--- src/rtl/regbank_pkg.sv ---
// Shared constants and helpers for the register bank and its hex display scanner.
package regbank_pkg;

    localparam logic [0:6] SSEG_OFF   = 7'b1111111;
    localparam logic [5:0] AN_OFF     = 6'b111111;
    localparam int unsigned MAX_DIGITS = 6;

    // One display digit per 4 bits of register width.
    function automatic int unsigned nd_of(input int unsigned dataW);
        return dataW / 4;
    endfunction

    // Active-low segment pattern, bit 0 = segment a, bit 6 = segment g.
    function automatic logic [0:6] hex_to_sseg(input logic [3:0] nib);
        logic [0:6] seg;
        case (nib)
            4'h0: seg = 7'b0000001;
            4'h1: seg = 7'b1001111;
            4'h2: seg = 7'b0010010;
            4'h3: seg = 7'b0000110;
            4'h4: seg = 7'b1001100;
            4'h5: seg = 7'b0100100;
            4'h6: seg = 7'b0100000;
            4'h7: seg = 7'b0001111;
            4'h8: seg = 7'b0000000;
            4'h9: seg = 7'b0000100;
            4'hA: seg = 7'b0001000;
            4'hB: seg = 7'b1100000;
            4'hC: seg = 7'b0110001;
            4'hD: seg = 7'b1000010;
            4'hE: seg = 7'b0110000;
            default: seg = 7'b0111000;
        endcase
        return seg;
    endfunction

endpackage

--- src/rtl/regbank_sseg_scan.sv ---
// Multiplexed seven-segment scanner: walks 2*ND digits of a {Ra,Rb} bus, one per tick.
module sseg_scan
    import regbank_pkg::*;
#(
    parameter int unsigned SCAN_DIV = 50000,
    parameter int unsigned ND       = 1
) (
    input  logic            clk,
    input  logic            rst,
    input  logic [8*ND-1:0] datIn,
    output logic [5:0]      an,
    output logic [0:6]      sseg
);

    localparam int unsigned CNT_W = $clog2(SCAN_DIV);
    localparam int unsigned NDIG  = 2 * ND;
    localparam int unsigned IDX_W = 3;

    typedef enum logic {OFF, SCAN} scanState_t;

    scanState_t       state, nextState;
    logic [CNT_W-1:0] cnt;
    logic [IDX_W-1:0] idx, nextIdx, showIdx;
    logic [5:0]       nextAn;
    logic [0:6]       nextSseg;
    logic [3:0]       nibble;
    logic             tick;

    assign tick = (cnt == CNT_W'(SCAN_DIV - 1));

    // Free-running prescaler producing one tick every SCAN_DIV clocks.
    always_ff @(posedge clk or negedge rst) begin
        if (!rst) cnt <= '0;
        else      cnt <= tick ? '0 : cnt + CNT_W'(1);
    end

    // State, digit index and display outputs; an and sseg load together.
    always_ff @(posedge clk or negedge rst) begin
        if (!rst) begin
            state <= OFF;
            idx   <= '0;
            an    <= AN_OFF;
            sseg  <= SSEG_OFF;
        end else begin
            state <= nextState;
            idx   <= nextIdx;
            an    <= nextAn;
            sseg  <= nextSseg;
        end
    end

    // Next digit selection, nibble mux and segment/anode decode.
    always_comb begin
        nextState = state;
        nextIdx   = idx;
        nextAn    = an;
        nextSseg  = sseg;
        showIdx   = idx;
        nibble    = '0;
        case (state)
            OFF: begin
                if (tick) begin
                    nextState = SCAN;
                    showIdx   = '0;
                end
            end
            SCAN: begin
                if (tick) showIdx = (idx == IDX_W'(NDIG - 1)) ? '0 : idx + IDX_W'(1);
            end
            default: nextState = OFF;
        endcase
        for (int d = 0; d < NDIG; d++) begin
            if (IDX_W'(d) == showIdx) nibble = datIn[4*d +: 4];
        end
        if (tick) begin
            nextIdx  = showIdx;
            nextAn   = AN_OFF & ~(6'(1) << showIdx);
            nextSseg = hex_to_sseg(nibble);
        end
    end

endmodule

--- src/rtl/regbank_sseg.sv ---
// Parametrised register file with two registered read ports, write-first forwarding and hex display.
module regbank_sseg
    import regbank_pkg::*;
#(
    parameter int unsigned DATA_W   = 4,
    parameter int unsigned ADDR_W   = 3,
    parameter int unsigned ZERO_R0  = 0,
    parameter int unsigned SCAN_DIV = 50000
) (
    input  logic              clk,
    input  logic              rst,
    input  logic [ADDR_W-1:0] addrRa,
    input  logic [ADDR_W-1:0] addrRb,
    input  logic [ADDR_W-1:0] addrW,
    input  logic [DATA_W-1:0] datW,
    input  logic              RegWrite,
    output logic [DATA_W-1:0] datOutRa,
    output logic [DATA_W-1:0] datOutRb,
    output logic [0:6]        sseg,
    output logic [5:0]        an
);

    localparam int unsigned DEPTH = 2 ** ADDR_W;
    localparam int unsigned ND    = nd_of(DATA_W);

    logic [DATA_W-1:0] regs [DEPTH];
    logic              wrEn;

    // Writes to a hard-wired zero register are dropped and never forwarded.
    assign wrEn = RegWrite && !((ZERO_R0 != 0) && (addrW == '0));

    // Register array; reset default i mod 2^DATA_W leaves register 0 at zero.
    always_ff @(posedge clk or negedge rst) begin
        if (!rst) begin
            for (int i = 0; i < DEPTH; i++) regs[i] <= DATA_W'(i);
        end else if (wrEn) begin
            regs[addrW] <= datW;
        end
    end

    // Registered read ports with write-first bypass.
    always_ff @(posedge clk or negedge rst) begin
        if (!rst) begin
            datOutRa <= '0;
            datOutRb <= '0;
        end else begin
            datOutRa <= (wrEn && (addrW == addrRa)) ? datW : regs[addrRa];
            datOutRb <= (wrEn && (addrW == addrRb)) ? datW : regs[addrRb];
        end
    end

    sseg_scan #(
        .SCAN_DIV(SCAN_DIV),
        .ND      (ND)
    ) u_scan (
        .clk  (clk),
        .rst  (rst),
        .datIn({datOutRa, datOutRb}),
        .an   (an),
        .sseg (sseg)
    );

endmodule

--- config.mk ---
export PLATFORM = sky130hd
export DESIGN_NAME = regbank_sseg
export DESIGN_NICKNAME = d
export VERILOG_FILES = /design/src/rtl/regbank_pkg.sv /design/src/rtl/regbank_sseg_scan.sv /design/src/rtl/regbank_sseg.sv
export SDC_FILE = /design/constraint.sdc
export NUM_CORES = 1
export LEC_CHECK = 0
export BUFFER_PORTS_ARGS = -buffer_cell sky130_fd_sc_hd__buf_4
export CAP_MARGIN = 10
export CORE_ASPECT_RATIO = 0.75
export CORE_MARGIN = 2
export CORE_UTILIZATION = 61
export CTS_CLUSTER_DIAMETER = 120
export DETAILED_ROUTE_END_ITERATION = 10
export PLACE_DENSITY = 0.78
export SLEW_MARGIN = 20
export SYNTH_ARGS = -nofsm -noshare
export SYNTH_HDL_FRONTEND = slang
export SYNTH_HIERARCHICAL = 1
export SYNTH_SLANG_ARGS = --single-unit
--- constraint.sdc ---
create_clock -name clk -period 5.4 [get_ports clk]
set_clock_uncertainty 0.2 [all_clocks]
set_input_delay 1.62 -clock clk [delete_from_list [all_inputs] [get_ports clk]]
set_output_delay 1.62 -clock clk [all_outputs]
set_load 0.01 [all_outputs]
==> results.cfg, run 1 <==
[power]
internal_power_mw = 1.09
power_per_cell_area_nw_per_um2 = 332
ir_worst_vdd_mv = 0.178
sequentialPowerShare_pct = 46.5
power.combinational.fraction_pct = 21.5
power.share.switching_pct = 27.2
clock_power_share_pct = 32.0
p_switching_mw = 0.407
total_leakage_power_nw = 2.00

[detailed_routing]
route.antenna.remaining_nets = 0
wl_per_cell_um = 18.1
met3WireLength_um = 445
met2_wirelength_um = 3420
viasPerCell = 6.10
route.final.wire_length_um = 7720
drtPass1Iterations = 4
wl_met1_um = 3760
top_signal_layer_used = met4
initialDrtViolationCount = 188
total_number_of_vias = 2600
post-route-drc-count = 0

[finish]
layout-drive-gt1-share_pct = 39.4
n_antenna_cell = 0
fin_util_pct = 71.2
syn2layout_area_growth_pct = 12.5
layout.cells.most_common_list = 49 x sky130_fd_sc_hd__mux2_2, 48 x sky130_fd_sc_hd__dfrtp_1, 36 x sky130_fd_sc_hd__buf_4
total_nets_final = 363
count_of_filler_cells_inserted_in_the_layout = 443
seqCellArea_um2 = 1860
final_common_cell = sky130_fd_sc_hd__mux2_2
multiInputGateArea_um2 = 2040

[run_status]
status = completed

[synth]
synth.yosys.seq_area_share_pct = 46.2
syn-mean-instance-area_um2 = 12.9
synth_area_um2 = 4020
yosys.cell_types.count = 54
postSynthNetCount = 334
syn-instance-count = 311
synth_edf_count = 0
yosys_most_used_dff = sky130_fd_sc_hd__dfrtp_1
ys_async_sr_fraction_pct = 100
synthesis.yosys.warnings = 6
synth-seq-cells = 73

[grt]
track_usage_pct = 23.4
grt_antenna_before_repair = 0
grt_start_max_net_pins = 74
grt_pass1_vias = 2504
grt_first_pass_wirelength_um = 12900
overflow = 0

[place]
dp_wirelength_um = 5450
routabilityCongestion = 0.888
io_buffer_count = 36

[clocking]
cts.repair_timing.setup_buffer_count = 0
clock_sinks = 73
cts.reportedPaths.clkPinSlew_ns = 0.08
tritoncts = done
holdBufCountCts = 0
cts_max_path_buffers = 2
worst_skew_pair.late_latency_ns = 0.36
h-tree-depth = 3
cts_bufs_inserted = 9
cts_repair_resized_insts = 0
library_cell_used_as_clock_root_buffer = sky130_fd_sc_hd__clkbuf_8

[worst_setup_path]
r2r_setup_slack_ns = 1.75
worstSetupPathType = register to register
r2r_end = u_scan/sseg[0]$_DFFE_PN1N_
worstReg2RegStart = u_scan/cnt[0]$_DFF_PN0_
worstPathMaxFanout = 20
setup.worst_path.end = u_scan/sseg[0]$_DFFE_PN1N_
setup.worst_path.start = u_scan/cnt[0]$_DFF_PN0_
setup.worst_path.start_class = register
crit_required_ns = 5.47
critPathCaptureType = register
critPathArrivalTime_ns = 3.72
worst-r2r-cell-count = 11

[floorplan]
die_area_um2 = 7260
pin_count = 37
initial_core_util_pct = 63.3
dieWidth_um = 97.7
core_um2 = 6350
rows = 25
die-height_um = 74.3

[timing]
max_clock_freq_mhz = 274
rsz0062_at_grt = false
timing_worst_slew_pin_value_ns = 0.870
setup-violations-final = 0
finalMaxSlewViolations = 0
worst_slew_slack_as_a_fraction_of_its_limit_pct = 42.0
finalCriticalPeriod_ns = 3.65
setup_total_negative_slack_ns = 0
finalHoldViolations = 0
final.period_utilization_pct = 67.6

[hold_path]
holdCritPathClass = register to register

[flow_run]
cap_viol_max_count = 0
## metal layers
| layer | vias up | track usage (%) |
|---|---|---|
| met5 | - | 0 |
| met4 | 0 | 7.25 |
| met3 | 9 | 7.24 |
| met2 | 60 | 34.1 |
| met1 | 1307 | 34.3 |
| li1 | 1224 | - |
## worst max-delay path, stage by stage (launching register included)
cell	delay, ns
sky130_fd_sc_hd__dfrtp_1	0.37
sky130_fd_sc_hd__ha_1	0.18
sky130_fd_sc_hd__and3_1	0.27
sky130_fd_sc_hd__nand4_2	0.46
sky130_fd_sc_hd__mux2_2	0.56
sky130_fd_sc_hd__a22oi_1	0.49
sky130_fd_sc_hd__inv_1	0.15
sky130_fd_sc_hd__ha_1	0.28
sky130_fd_sc_hd__inv_1	0.11
sky130_fd_sc_hd__a221oi_1	0.07
sky130_fd_sc_hd__a2111oi_2	0.35
sky130_fd_sc_hd__a211oi_1	0.08
## flip-flops by register name, summed over array words and instances, names as in the netlist
| register | cells |
|---|---|
| datOutRa | 4 |
| u_scan/sseg | 7 |
| u_scan/idx | 3 |
| regs | 32 |
| datOutRb | 4 |
| u_scan/cnt | 16 |
| u_scan/an | 6 |
| u_scan/state | 1 |
## power groups by stage
| stage | clock network (mW) | registers [mW] | logic [mW] |
|---|---|---|---|
| detailed placement | 0 | 0.706 | 0.319 |
| global route | 0.512 | 0.708 | 0.349 |
| global placement | 0 | 0.699 | 0.315 |
| CTS | 0.495 | 0.696 | 0.322 |
| finish | 0.480 | 0.697 | 0.322 |
| floorplan | 0 | 0.690 | 0.225 |
## cell usage after synthesis, types with 2 or more instances
library cell | instances | share of area [%]
sky130_fd_sc_hd__a211oi_1 | 3 | 0.56
sky130_fd_sc_hd__a21oi_1 | 2 | 0.25
sky130_fd_sc_hd__a221o_1 | 2 | 0.50
sky130_fd_sc_hd__a22o_1 | 4 | 0.87
sky130_fd_sc_hd__a22oi_1 | 2 | 0.37
sky130_fd_sc_hd__a31oi_1 | 2 | 0.31
sky130_fd_sc_hd__and2_1 | 2 | 0.31
sky130_fd_sc_hd__and3_1 | 6 | 0.93
sky130_fd_sc_hd__and4bb_1 | 2 | 0.62
sky130_fd_sc_hd__buf_1 | 4 | 0.37
sky130_fd_sc_hd__buf_2 | 2 | 0.25
sky130_fd_sc_hd__buf_6 | 3 | 0.84
sky130_fd_sc_hd__clkbuf_1 | 9 | 0.84
sky130_fd_sc_hd__dfrtp_1 | 48 | 30
sky130_fd_sc_hd__dfstp_2 | 25 | 16
sky130_fd_sc_hd__ha_1 | 7 | 2.2
sky130_fd_sc_hd__inv_1 | 7 | 0.65
sky130_fd_sc_hd__mux2_2 | 49 | 14
sky130_fd_sc_hd__mux2i_1 | 2 | 0.50
sky130_fd_sc_hd__mux4_1 | 16 | 10
sky130_fd_sc_hd__nand2_1 | 17 | 1.6
sky130_fd_sc_hd__nand2b_1 | 3 | 0.47
sky130_fd_sc_hd__nand3_1 | 8 | 1.0
sky130_fd_sc_hd__nand4_1 | 5 | 0.78
sky130_fd_sc_hd__nand4b_1 | 3 | 0.65
sky130_fd_sc_hd__nor2_1 | 18 | 1.7
sky130_fd_sc_hd__nor2b_1 | 2 | 0.31
sky130_fd_sc_hd__nor3_1 | 4 | 0.50
sky130_fd_sc_hd__nor3b_1 | 2 | 0.37
sky130_fd_sc_hd__nor3b_2 | 2 | 0.62
sky130_fd_sc_hd__nor4_1 | 2 | 0.31
sky130_fd_sc_hd__o21ai_0 | 7 | 0.87
sky130_fd_sc_hd__or2_2 | 2 | 0.31
sky130_fd_sc_hd__xnor2_1 | 10 | 2.2
sky130_fd_sc_hd__xor2_1 | 10 | 2.2
## layout make-up
cell class                      count  area share, %
Timing Repair Buffer               36           5.98
Inverter                            7          0.581
Multi-Input combinational cell    213           45.2
Clock buffer                       12           3.21
Clock inverter                      4           1.72
Sequential cell                    73           41.1
Tap cell                           81           2.24
## how the worst min path moves through the flow
stage                       startpoint                       to  slack [ns]  cells after the start
6_report       u_scan/cnt[0]$_DFF_PN0_  u_scan/cnt[0]$_DFF_PN0_        0.26                      1
5_1_grt        u_scan/cnt[0]$_DFF_PN0_  u_scan/cnt[0]$_DFF_PN0_        0.28                      1
4_1_cts        u_scan/cnt[0]$_DFF_PN0_  u_scan/cnt[0]$_DFF_PN0_        0.27                      1
3_5_place_dp   u_scan/cnt[0]$_DFF_PN0_  u_scan/cnt[0]$_DFF_PN0_        0.25                      1
3_3_place_gp   u_scan/cnt[0]$_DFF_PN0_  u_scan/cnt[0]$_DFF_PN0_        0.24                      1
2_1_floorplan  u_scan/cnt[0]$_DFF_PN0_  u_scan/cnt[0]$_DFF_PN0_        0.23                      1
## logic make-up (layout without fill, tap and decap cells)
kind of cell             Yosys count  after routing  share of synthesized area, %
AND/OR/NAND/NOR                   82             82                          11.8
flip-flops                        73             73                          46.2
multiplexers                      68             68                          25.1
AO/OA/AOI/OAI                     36             36                          7.35
buffers and inverters             25             59                          2.96
XOR/XNOR                          20             20                          4.36
adder cells (fa/ha/maj)            7              7                          2.18
## per-stage QoR
| stage | total power, mW | std cells | hold WS, ns | cell area [µm²] | worst slack, ns |
|---|---|---|---|---|---|
| final | 1.50 | 426 | 0.259 | 4520 | 1.75 |
| after global routing | 1.57 | 426 | 0.280 | 4520 | 1.48 |
| after CTS | 1.51 | 426 | 0.266 | 4520 | 1.78 |
| after detailed placement | 1.03 | 410 | 0.255 | 4300 | 1.81 |
| after global placement | 1.01 | 410 | 0.236 | 4300 | 1.94 |
| after floorplan | 0.916 | 311 | 0.225 | 4020 | 2.30 |
(Power assumes the default switching activity.)
==> run 2: changes to the inputs <==
ABC_AREA = 1   (was not set)
CORE_UTILIZATION = 54   (was 61)
PLACE_DENSITY = 0.72   (was 0.78)
clock period = 3.25 ns   (was 5.4 ns; I/O delays follow)
==> run 2 against run 1 <==
Net effect:
- clock power grew 43%
- cell count increased by 67%
- sequential share of layout area down 2.0 points
==> results.cfg, run 2 <==
[grt]
overflow = 0
grt_first_pass_wirelength_um = 17900
grt_start_max_net_pins = 74
track_usage_pct = 27.3
grt_antenna_before_repair = 0
grt_pass1_vias = 3595

[place]
dp_cells = 697
routabilityCongestion = 1.10
io_buffer_count = 36
placed_cell_area_um2 = 4570
dp_wirelength_um = 7600

[synth]
yosys.area_share.xor_xnor_pct = 0.620
synth.mux.area_fraction_pct = 0
synth_simple_gate_area_share_pct = 37.7
synth_top_cells_by_count = 192 x sky130_fd_sc_hd__nand2_1, 76 x sky130_fd_sc_hd__nand3_1, 67 x sky130_fd_sc_hd__inv_1
synth-seq-cells = 73
synthMostInstantiatedCell = sky130_fd_sc_hd__nand2_1
synth_area_leader_cell = sky130_fd_sc_hd__dfrtp_1
yosys.cell_types.count = 40
synth.yosys.seq_area_share_pct = 43.9
synth_area_um2 = 4240
ys_async_sr_fraction_pct = 100
netlist_top_cells_area = sky130_fd_sc_hd__dfrtp_1 28%, sky130_fd_sc_hd__nand2_1 17%, sky130_fd_sc_hd__dfstp_2 16%, sky130_fd_sc_hd__nand3_1 9.0%, sky130_fd_sc_hd__inv_1 5.9%
synth_edf_count = 0
postSynthNetCount = 593
synth_top_cell_area_share_pct = 28.4
synthesis.yosys.warnings = 6
synth_area_in_compound_gates_pct = 7.06
synth_top_family_by_area = simple AND/OR/NAND/NOR gates
syn-mean-instance-area_um2 = 7.43
yosys_most_used_dff = sky130_fd_sc_hd__dfrtp_1
synthAdderAreaFrac_pct = 2.07
syn-instance-count = 570

[worst_setup_path]
worst-r2r-cell-count = 17
setup.worst_path.end = u_scan/sseg[0]$_DFFE_PN1N_
setup.worst_path.start_class = register
worstSetupPathType = register to register
crit_required_ns = 3.34
r2r_end = u_scan/sseg[0]$_DFFE_PN1N_
critPathCaptureType = register
critPathArrivalTime_ns = 2.88
r2r_setup_slack_ns = 0.46
worstPathMaxFanout = 19
setup.worst_path.start = u_scan/cnt[0]$_DFF_PN0_
worstReg2RegStart = u_scan/cnt[0]$_DFF_PN0_

[clocking]
worst_skew_pair.late_latency_ns = 0.36
clock_sinks = 73
cts.reportedPaths.clkPinSlew_ns = 0.08
cts_max_path_buffers = 2
library_cell_used_as_clock_root_buffer = sky130_fd_sc_hd__clkbuf_8
cts.repair_timing.setup_buffer_count = 0
cts_bufs_inserted = 9
h-tree-depth = 3
cts_repair_resized_insts = 0
holdBufCountCts = 0
tritoncts = done

[floorplan]
core_um2 = 7470
initial_core_util_pct = 56.7
die-height_um = 80.7
dieWidth_um = 106
rows = 27
die_area_um2 = 8580
pin_count = 37

[finish]
finish.instance_area_um2 = 4750
final_common_cell = sky130_fd_sc_hd__nand2_1
flip_flop_count_of_the_largest_register_after_layout = 32
largest_registers = regs (32), u_scan/cnt (16), u_scan/sseg (7)
syn2layout_area_growth_pct = 12.2
layout.cells.most_common_list = 192 x sky130_fd_sc_hd__nand2_1, 76 x sky130_fd_sc_hd__nand3_1, 67 x sky130_fd_sc_hd__inv_1
total_nets_final = 630
finalNonFillerCells = 713
largest_register = regs
n_antenna_cell = 0
layout-drive-gt1-share_pct = 19.4

[power]
total_leakage_power_nw = 2.49
ir_worst_vdd_mv = 0.351
finalPower_mw = 2.22
power_per_cell_area_nw_per_um2 = 468

[timing]
finalCriticalPeriod_ns = 2.79
final.period_utilization_pct = 86.0
hold_ws_ns = 0.271
worst_slew_slack_as_a_fraction_of_its_limit_pct = 36.8
finalMaxSlewViolations = 0
finalHoldViolations = 0
max_clock_freq_mhz = 358
setup_total_negative_slack_ns = 0
timing_worst_slew_pin_value_ns = 0.947
setup-violations-final = 0
rsz0062_at_grt = false

[flow_run]
cap_viol_max_count = 0

[detailed_routing]
route.antenna.remaining_nets = 0
viasPerCell = 5.33
drtPass1Iterations = 5
route.final.wire_length_um = 10500
initialDrtViolationCount = 336
post-route-drc-count = 0
total_number_of_vias = 3800
wl_per_cell_um = 14.8

[run_status]
status = completed

[hold_path]
holdCritPathClass = register to register
-- run 2: report_power, final --
part	internal (mW)	total, mW	switching [mW]
sequential	1.02	1.09	0.0633
combinational	0.162	0.453	0.291
clock	0.340	0.685	0.345
-- run 2: stage by stage --
stage                     setup WS (ns)  util [%]
after CTS                         0.457      63.7
after global routing              0.215      63.7
after global placement            0.603      61.2
after detailed placement          0.510      61.2
after floorplan                   0.841         -
final                             0.455      63.7
-- run 2: layer usage --
layer / track usage, % / part of all wire [%] / vias to the layer above
met5: 0 / 0 / -
met4: 6.32 / 0.97 / 0
met3: 6.82 / 7.0 / 12
met2: 39.4 / 41 / 126
met1: 41.0 / 51 / 1778
li1: - / - / 1884
-- run 2: how the worst min path moves through the flow --
stage                     cells past startpoint  slack [ns]                    endpoint                        from
after detailed placement                      2        0.26  u_scan/sseg[5]$_DFFE_PN1N_  u_scan/sseg[5]$_DFFE_PN1N_
after global routing                          2        0.29  u_scan/sseg[5]$_DFFE_PN1N_  u_scan/sseg[5]$_DFFE_PN1N_
after global placement                        1        0.24     u_scan/cnt[0]$_DFF_PN0_     u_scan/cnt[0]$_DFF_PN0_
after CTS                                     2        0.27  u_scan/sseg[2]$_DFFE_PN1N_  u_scan/sseg[2]$_DFFE_PN1N_
final                                         2        0.27  u_scan/sseg[3]$_DFFE_PN1N_  u_scan/sseg[3]$_DFFE_PN1N_
after floorplan                               1        0.23     u_scan/cnt[0]$_DFF_PN0_     u_scan/cnt[0]$_DFF_PN0_
-- run 2: cell families (layout without fill, tap and decap cells) --
| kind of cell | Yosys count | in the layout |
|---|---|---|
| AND/OR/NAND/NOR | 341 | 341 |
| buffers and inverters | 90 | 132 |
| flip-flops | 73 | 73 |
| AO/OA/AOI/OAI | 56 | 56 |
| adder cells (fa/ha/maj) | 7 | 7 |
| XOR/XNOR | 3 | 3 |
-- run 2: critical path, cell delays in order (launching register included) --
cell and delay [ns]:
sky130_fd_sc_hd__dfrtp_1 0.38, sky130_fd_sc_hd__ha_1 0.23, sky130_fd_sc_hd__nand3_2 0.13, sky130_fd_sc_hd__nor2_4 0.22, sky130_fd_sc_hd__nand2_4 0.19, sky130_fd_sc_hd__nand2_2 0.13, sky130_fd_sc_hd__nand2_4 0.09, sky130_fd_sc_hd__a21oi_2 0.18
sky130_fd_sc_hd__nand3_1 0.13, sky130_fd_sc_hd__nand2_2 0.14, sky130_fd_sc_hd__inv_1 0.08, sky130_fd_sc_hd__ha_1 0.20, sky130_fd_sc_hd__nand3_1 0.15, sky130_fd_sc_hd__nand2_1 0.09, sky130_fd_sc_hd__nand2_1 0.06, sky130_fd_sc_hd__nand2_1 0.04
sky130_fd_sc_hd__nand2_1 0.05, sky130_fd_sc_hd__nand2_1 0.04
-- run 2: final cells by class --
cell class | count | area, µm²
Fill cell | 677 | 2710
Multi-Input combinational cell | 407 | 2010
Sequential cell | 73 | 1860
Inverter | 80 | 304
Timing Repair Buffer | 36 | 270
Clock buffer | 14 | 173
Tap cell | 101 | 126
Clock inverter | 2 | 12.5
